## src/rtl/red_pitaya_pfd_scheduler.sv

```systemverilog
// Time-shares one pipelined CORDIC phase engine between NCH IQ requesters.
// A round-robin arbiter picks one IQ pair per cycle. The pair is registered
// to the engine, and its {valid, channel} tag rides a shift register that
// matches the engine latency. When a tag exits, the returned phase is
// unwrapped for its channel with a saturating turn counter.
module red_pitaya_pfd_scheduler #(
    parameter int NCH        = 4,
    parameter int INPUTWIDTH = 12,
    parameter int PHASEWIDTH = 12,
    parameter int TURNWIDTH  = 2,
    parameter int SIGNALBITS = 14,
    parameter int CORDIC_LAT = 10
) (
    input  logic                           clk_i,
    input  logic                           rstn_i,
    input  logic [NCH-1:0]                 req_i,
    input  logic [NCH*INPUTWIDTH-1:0]      i_i,
    input  logic [NCH*INPUTWIDTH-1:0]      q_i,
    input  logic [NCH-1:0]                 clear_i,
    output logic [NCH-1:0]                 gnt_o,
    output logic [INPUTWIDTH-1:0]          cordic_i_o,
    output logic [INPUTWIDTH-1:0]          cordic_q_o,
    input  logic [PHASEWIDTH-1:0]          cordic_ph_i,
    output logic                           res_valid_o,
    output logic [$clog2(NCH)-1:0]         res_ch_o,
    output logic [SIGNALBITS-1:0]          res_o,
    output logic [NCH*SIGNALBITS-1:0]      integral_o
);

    localparam int CW = $clog2(NCH);
    localparam logic [TURNWIDTH-1:0] TURN_MAX = {1'b0, {(TURNWIDTH-1){1'b1}}};
    localparam logic [TURNWIDTH-1:0] TURN_MIN = {1'b1, {(TURNWIDTH-1){1'b0}}};

    logic [CW-1:0]         ptr;
    logic [CW-1:0]         gsel;
    logic [CW-1:0]         scan_idx;
    int                    scan_sum;
    logic                  xfer;

    logic                  issue_v;
    logic [CW-1:0]         issue_ch;
    logic [CORDIC_LAT-1:0] tag_v;
    logic [CW-1:0]         tag_ch [CORDIC_LAT];

    logic [TURNWIDTH-1:0]  turns  [NCH];
    logic [1:0]            last_q [NCH];

    logic                  ex_v;
    logic [CW-1:0]         ex_ch;
    logic [1:0]            ph_q;
    logic [TURNWIDTH-1:0]  cur_t;
    logic [1:0]            cur_lq;
    logic [TURNWIDTH-1:0]  new_t;

    // Cyclic priority search starting at the round-robin pointer
    always_comb begin
        gnt_o    = '0;
        gsel     = '0;
        xfer     = 1'b0;
        scan_sum = 0;
        scan_idx = '0;
        for (int k = 0; k < NCH; k++) begin
            scan_sum = int'(ptr) + k;
            if (scan_sum >= NCH) scan_sum = scan_sum - NCH;
            scan_idx = CW'(scan_sum);
            if (!xfer && req_i[scan_idx]) begin
                gnt_o[scan_idx] = 1'b1;
                gsel            = scan_idx;
                xfer            = 1'b1;
            end
        end
    end

    // Pointer moves just past the granted channel; held when nothing transfers
    always_ff @(posedge clk_i or negedge rstn_i) begin
        if (!rstn_i) begin
            ptr <= '0;
        end else if (xfer) begin
            ptr <= (gsel == CW'(NCH - 1)) ? '0 : gsel + 1'b1;
        end
    end

    // Register the granted sample to the engine and launch its tag
    always_ff @(posedge clk_i or negedge rstn_i) begin
        if (!rstn_i) begin
            cordic_i_o <= '0;
            cordic_q_o <= '0;
            issue_v    <= 1'b0;
            issue_ch   <= '0;
        end else begin
            issue_v  <= xfer;
            issue_ch <= gsel;
            if (xfer) begin
                cordic_i_o <= i_i[gsel*INPUTWIDTH +: INPUTWIDTH];
                cordic_q_o <= q_i[gsel*INPUTWIDTH +: INPUTWIDTH];
            end
        end
    end

    // Tag delay line, aligned so the tag exits together with its engine phase
    always_ff @(posedge clk_i or negedge rstn_i) begin
        if (!rstn_i) begin
            tag_v <= '0;
            for (int k = 0; k < CORDIC_LAT; k++) tag_ch[k] <= '0;
        end else begin
            tag_v[0]  <= issue_v;
            tag_ch[0] <= issue_ch;
            for (int k = 1; k < CORDIC_LAT; k++) begin
                tag_v[k]  <= tag_v[k-1];
                tag_ch[k] <= tag_ch[k-1];
            end
        end
    end

    assign ex_v  = tag_v[CORDIC_LAT-1];
    assign ex_ch = tag_ch[CORDIC_LAT-1];
    assign ph_q  = cordic_ph_i[PHASEWIDTH-1 -: 2];

    // Quadrant-crossing detection with saturation; a clear overrides the count
    always_comb begin
        cur_t  = turns[ex_ch];
        cur_lq = last_q[ex_ch];
        new_t  = cur_t;
        if (clear_i[ex_ch]) begin
            new_t = '0;
        end else if (cur_lq == 2'b11 && ph_q == 2'b00 && cur_t != TURN_MAX) begin
            new_t = cur_t + 1'b1;
        end else if (cur_lq == 2'b00 && ph_q == 2'b11 && cur_t != TURN_MIN) begin
            new_t = cur_t - 1'b1;
        end
    end

    // Per-channel unwrap state, held integrals and the result strobe
    always_ff @(posedge clk_i or negedge rstn_i) begin
        if (!rstn_i) begin
            for (int c = 0; c < NCH; c++) begin
                turns[c]  <= '0;
                last_q[c] <= 2'b11;
            end
            integral_o  <= '0;
            res_valid_o <= 1'b0;
            res_ch_o    <= '0;
            res_o       <= '0;
        end else begin
            res_valid_o <= ex_v;
            if (ex_v) begin
                res_ch_o <= ex_ch;
                res_o    <= {new_t, cordic_ph_i};
            end
            for (int c = 0; c < NCH; c++) begin
                if (ex_v && ex_ch == CW'(c)) begin
                    turns[c]  <= new_t;
                    last_q[c] <= clear_i[c] ? 2'b11 : ph_q;
                    integral_o[c*SIGNALBITS +: SIGNALBITS] <= {new_t, cordic_ph_i};
                end else if (clear_i[c]) begin
                    turns[c]  <= '0;
                    last_q[c] <= 2'b11;
                    integral_o[c*SIGNALBITS+PHASEWIDTH +: TURNWIDTH] <= '0;
                end
            end
        end
    end

endmodule

```

## config.mk

```make
export PLATFORM = sky130hd
export DESIGN_NAME = red_pitaya_pfd_scheduler
export DESIGN_NICKNAME = d
export VERILOG_FILES = /design/src/rtl/red_pitaya_pfd_scheduler.sv
export SDC_FILE = /design/constraint.sdc
export NUM_CORES = 1
export LEC_CHECK = 0
export CORE_MARGIN = 2
export CORE_UTILIZATION = 40
export CTS_CLUSTER_SIZE = 10
export DETAILED_ROUTE_END_ITERATION = 7
export PLACE_DENSITY = 0.69
export RECOVER_POWER = 50
export SYNTH_ARGS = -nofsm -noshare
export SYNTH_HDL_FRONTEND = slang
export SYNTH_SLANG_ARGS = --single-unit
```

## constraint.sdc

```tcl
create_clock -name clk_i -period 4.2 [get_ports clk_i]
set_clock_uncertainty 0.05 [all_clocks]
set_input_delay 0.63 -clock clk_i [delete_from_list [all_inputs] [get_ports clk_i]]
set_output_delay 0.63 -clock clk_i [all_outputs]
set_load 0.01 [all_outputs]
```

# Word-level counts from Yosys, hierarchy flattened
# Cells that the tools add are included.
[totals]
ff_bits = 140
latch_bits = 0
ramBits = 0
romBits = 0
input_bits = 118
output_inout_bits = 101
word_cells = 159
n_memories = 0
[classes]
addsub = 10
multipliers = 1
n_div = 0
order_cmp = 14
n_eq_ne = 8
shift = 2
muxes = 64
bitwise = 4
reduce_logical = 25
[ops]
columns = ["operator", "n"]
rows = [
  ["$shiftx 48x7->12", 2],
  ["$mux 2", 36],
  ["$mux 4", 4],
  ["$logic_and 1x1->1", 15],
  ["$lt 2x3->1 const B", 5],
  ["$mux 1", 13],
  ["$ge 3x3->1 const B", 4],
  ["$or 4x4->4", 3],
  ["$bmux 1 s2", 5],
  ["$eq 2x2->1 const B", 5],
  ["$sub 2x1->2 const B", 5],
  ["$bmux 2 s2", 2],
  ["$demux 1 s2", 4],
  ["$ge 2x1->1 const B", 4],
  ["$reduce_bool 2->1", 4],
  ["$add 2x2->3 const B", 2],
  ["$logic_not 2->1", 3],
  ["$add 2x1->2 const B", 2],
  ["$mul 2x2->4 const B", 1],
  ["$add 2x1->3 const B", 1],
  ["$ge 2x3->1 const B", 1],
  ["$logic_not 1->1", 3],
  ["$not 2->3", 1],
  ["$eq 2x1->1 const B", 1],
  ["other kinds (2)", 2],
]

# Longest topological paths before layout
# Gate-level depths: netlist of run 1.
[depth]
ltp_word = 16
mapped_depth = 17
mapped_depth_nobuf = 11

# Least setup slack after synthesis of run 1
# OpenSTA, ideal clock, no wires.
[synth_path]
kind = "register to output"
start = "reg ptr[0]"
end = "out gnt_o[0]"
t_arrival_ns = 3.043
required_ns = 3.520
setup_slack_ns = 0.477
stages_incl_launch_ff = 14
cell_sequence = "dfrtp_1 > buf_6 > buf_2 > inv_1 > clkbuf_1 > buf_1 > ha_1 > buf_2 > mux4_2 > nor2b_1 > buf_2 > buf_2 > a22oi_1 > o21ai_0"
[synth_via]
elab_chain_cells = 14
word_cells_on_any_way = 59
classes_between = "add/sub: 7; order compare: 12; mux: 27; bitwise: 3; reduce/logical: 10"
[synth_rtl]
columns = ["item", "line", "rtl"]
rows = [
  ["start, declared", "34", "logic [CW-1:0] ptr;"],
  ["start signal, assigned", "79", "ptr <= (gsel == CW'(NCH - 1)) ? '0 : gsel + 1'b1;"],
  ["branches (longest 13 deep; another with $add 2x1->3)", "--", ""],
  ["$mux 4 *", "66", "if (!xfer && req_i[scan_idx]) begin"],
  ["end, declared", "20", "output logic [NCH-1:0] gnt_o,"],
]
# Mark *: on every way between the ends. The select of a mux whose other input is x is not followed.

# Final worst setup path of run 1
[layout_path]
start = "reg ptr[1]"
end = "out gnt_o[2]"
# The elaborated chain is that of the path after synthesis.

==> impl_metrics.tcl, run 1 <==
set metrics [dict create \
    path_delay_family "buffers and inverters" \
    io_buffers 218 \
    n_antenna_cell 0 \
    reg2reg_from "ptr[1]" \
    routed_via_density 5.59 \
    ctsLongestPathBuffers 2 \
    worst_setup_path_end_kind "output port" \
    cp_slowest_cell "clkdlybuf4s50_1" \
    leakagePower_uw 0.00436 \
    setup_tns_ns 0 \
    synthFlopType "dfrtp_1" \
    rsz0062_at_grt "no" \
    h-tree-depth 4 \
    antenna_found_initial 1 \
    ys_ff_latch 140 \
    worstPathRequired_ns 3.52 \
    clk_latency_ns 0.42 \
    yosys_warnings 0 \
    r2r_slack_ns 0.68 \
    grt_first_pass_wirelength_mm 37.6 \
    path_cells "inv_1, ha_1, mux2i_1, o21ai_0, nand2b_1, nor3_2, a22oi_1, o21ai_0, clkdlybuf4s50_1" \
    synth-simple-area-share_pct 19.3 \
    fmaxAchievable_mhz 264 \
    yosys.area_share.xor_xnor_pct 0 \
    dieArea_mm2 0.0205 \
    startpoint_type "register" \
    cts_tree "built" \
    fin_crit_ns 3.79 \
    postRouteAntennaNets 0 \
    drc 0 \
    netlist-cell-type-count 49 \
    fp.dieH_um 143 \
    fin_crit_sh_pct 90.3 \
    cap_violations 1 \
    path_clk_slew_ns 0.07 \
    vias 7140 \
    place.gp.congestion 0.829 \
    synth-edff-count 0 \
    grt_overflow 0 \
    drt-initial-drc-count 448 \
    coreArea_mm2 0.0189 \
    fin_nets 1130 \
    holdCritPathClass "reg -> reg" \
    maxSlewViolCount 105 \
    arrival_ns 3.11 \
    post_cts_buffers 0 \
    syn_avg_cell_area_um2 9.57 \
    cts_root_buf "clkbuf_16" \
    worst-path-buf-inv 2 \
    synth-async-reset-ratio_pct 100 \
    path_max_fanout 9 \
    fin_util_pct 56.4 \
    holdWs_ns 0.296 \
    cts_sinks 140 \
    synthToLayoutAreaGrowth_pct 37.4 \
    start_util_pct 41.1 \
    critical_path.startpoint "ptr[1]" \
    synth_top_family_by_area "compound AO/OA/AOI/OAI gates" \
    setup_violations 0 \
    grt.total_usage_pct 23.5 \
    netlist_instances 811 \
    ys_seq_area_share_pct 45.3 \
    grt_pass1_vias 7050 \
    status "complete, but fails checks" \
    synthMuxAreaShare_pct 6.56 \
    peakVddDrop_uv 510 \
    cts_buffers 17 \
    rows 50 \
    ios 219 \
    drt-total-wl_mm 23.9 \
    critPathMaxStageDelay_ns 0.57 \
    wl_per_cell_um 18.7 \
    worst_slew_pin_slew_ns 2.60 \
    place_hpwl_mm 15.9 \
    relSlewSlack_pct -73.1 \
    crit_top_cell "o21ai_0" \
    synth_nets 937 \
    die_x_um 143 \
    hold_viol 0 \
    syn_area_mm2 0.00776 \
    synthAdderAreaFrac_pct 1.29 \
    min-delay-start "tag_v[8]" \
    drtPass1Iterations 6 \
    synth_compound_area_share_pct 23.1 \
    violations "max-capacitance violations, max-slew violations" \
    grt_max_degree 105 \
    drive_above_1_share_pct 13.9 \
    crit_type "reg -> out" \
    pwr_density_cell_mw_per_mm2 863 \
]
[path summary, 6_finish.rpt]
path,end,cells past startpoint
setup reg to reg,cordic_q_o[0],9
min in group asynchronous,turns[1],1
setup / recovery,gnt_o[2],9
hold reg to reg,tag_v[9],0
max in group asynchronous,tag_ch[5],2
hold / removal,tag_v[9],0
[synthesized netlist by cell type, types with 25 or more instances]
master | n | area share, %
a221oi_2 | 40 | 7.7
clkbuf_1 | 35 | 1.7
and2_1 | 25 | 2.0
dfrtp_1 | 132 | 43
a21oi_1 | 33 | 2.1
nand3_1 | 49 | 3.2
nand2_1 | 176 | 8.5
nor2_1 | 57 | 2.8
[per-layer routing]
metal / routed length [um] / track usage [%] / up-vias
met5: 0 / 0 / -
met4: 290 / 6.35 / 0
met3: 2390 / 7.81 / 25
met2: 11200 / 38.2 / 330
met1: 9980 / 30.2 / 3449
li1: - / - / 3336
[report_power, final]
part	total [uW]	internal (uW)	switching, uW
registers	2340	1990	347
clock network	1430	832	597
logic	5430	2490	2940
total	9200	5310	3890
[flip-flops by register name, summed over array words and instances, names as in the netlist]
name and count:
integral_o 54, tag_ch 18, res_o 14, cordic_i_o 12, cordic_q_o 12, tag_v 10, last_q 8, ex_ch 2
issue_ch 2, ptr 2, res_ch_o 2, turns 2, issue_v 1, res_valid_o 1
[per-stage QoR]
step	instances	power [uW]	instance area [um^2]	setup slack, ns
final	1277	9200	10700	0.406
after global routing	1277	9850	10700	0.112
after CTS	1277	9230	10700	0.140
after detailed placement	1245	7760	10100	0.333
after global placement	1245	7680	10100	0.441
after floorplan	811	5850	7760	0.477
[cells by family (layout without fill, tap and decap cells)]
| family | after synthesis | after routing |
|---|---|---|
| multiplexers | 39 | 39 |
| adder cells (fa/ha/maj) | 8 | 8 |
| flip-flops | 140 | 140 |
| AO/OA/AOI/OAI | 213 | 213 |
| AND/OR/NAND/NOR | 338 | 338 |
| buffers and inverters | 73 | 279 |
[repair_timing]
item / CTS / global route
hold buffers: 0 / 0
endpoints found under the setup margin: 0 / 4
gates resized for setup: 0 / 2
[cells in the final DEF (no fill, tap or decap), drive strengths merged, types with 14 or more instances in the layout]
| master | count |
|---|---|
| clkbuf | 23 |
| dfrtp | 132 |
| clkdlybuf4s50 | 217 |
| a21o | 24 |
| inv | 14 |
| o21ai | 43 |
| and2 | 25 |
| a211oi | 24 |
| a221o | 24 |
| buf | 15 |
| nand3 | 49 |
| mux2 | 25 |
| nand2 | 177 |
| nor2 | 58 |
| a21oi | 33 |
| a221oi | 48 |
[worst reg2reg max path: stages (launching register included)]
cell and delay [ns]:
dfrtp_2 0.48, inv_1 0.16, ha_1 0.47, mux2_1 0.35, nand2_1 0.06, o21ai_0 0.09, or4_4 0.66, nand2_2 0.55
o21ai_1 0.17, a221oi_1 0.35
[final cells by class]
type / instances / area [um^2]
fill: 1661 / 8230
clock buffer: 19 / 443
tap: 260 / 325
multi-input combinational: 598 / 3920
timing repair buffer: 236 / 2300
sequential: 140 / 3510
inverter: 11 / 41.3
clock inverter: 13 / 116
(Power assumes the default switching activity.)
==> run 2: changes to the inputs <==
- TNS_END_PERCENT: default -> 100
==> results of run 2 <==
Same layout as run 1: the final DEF is identical, and so are final timing and power.
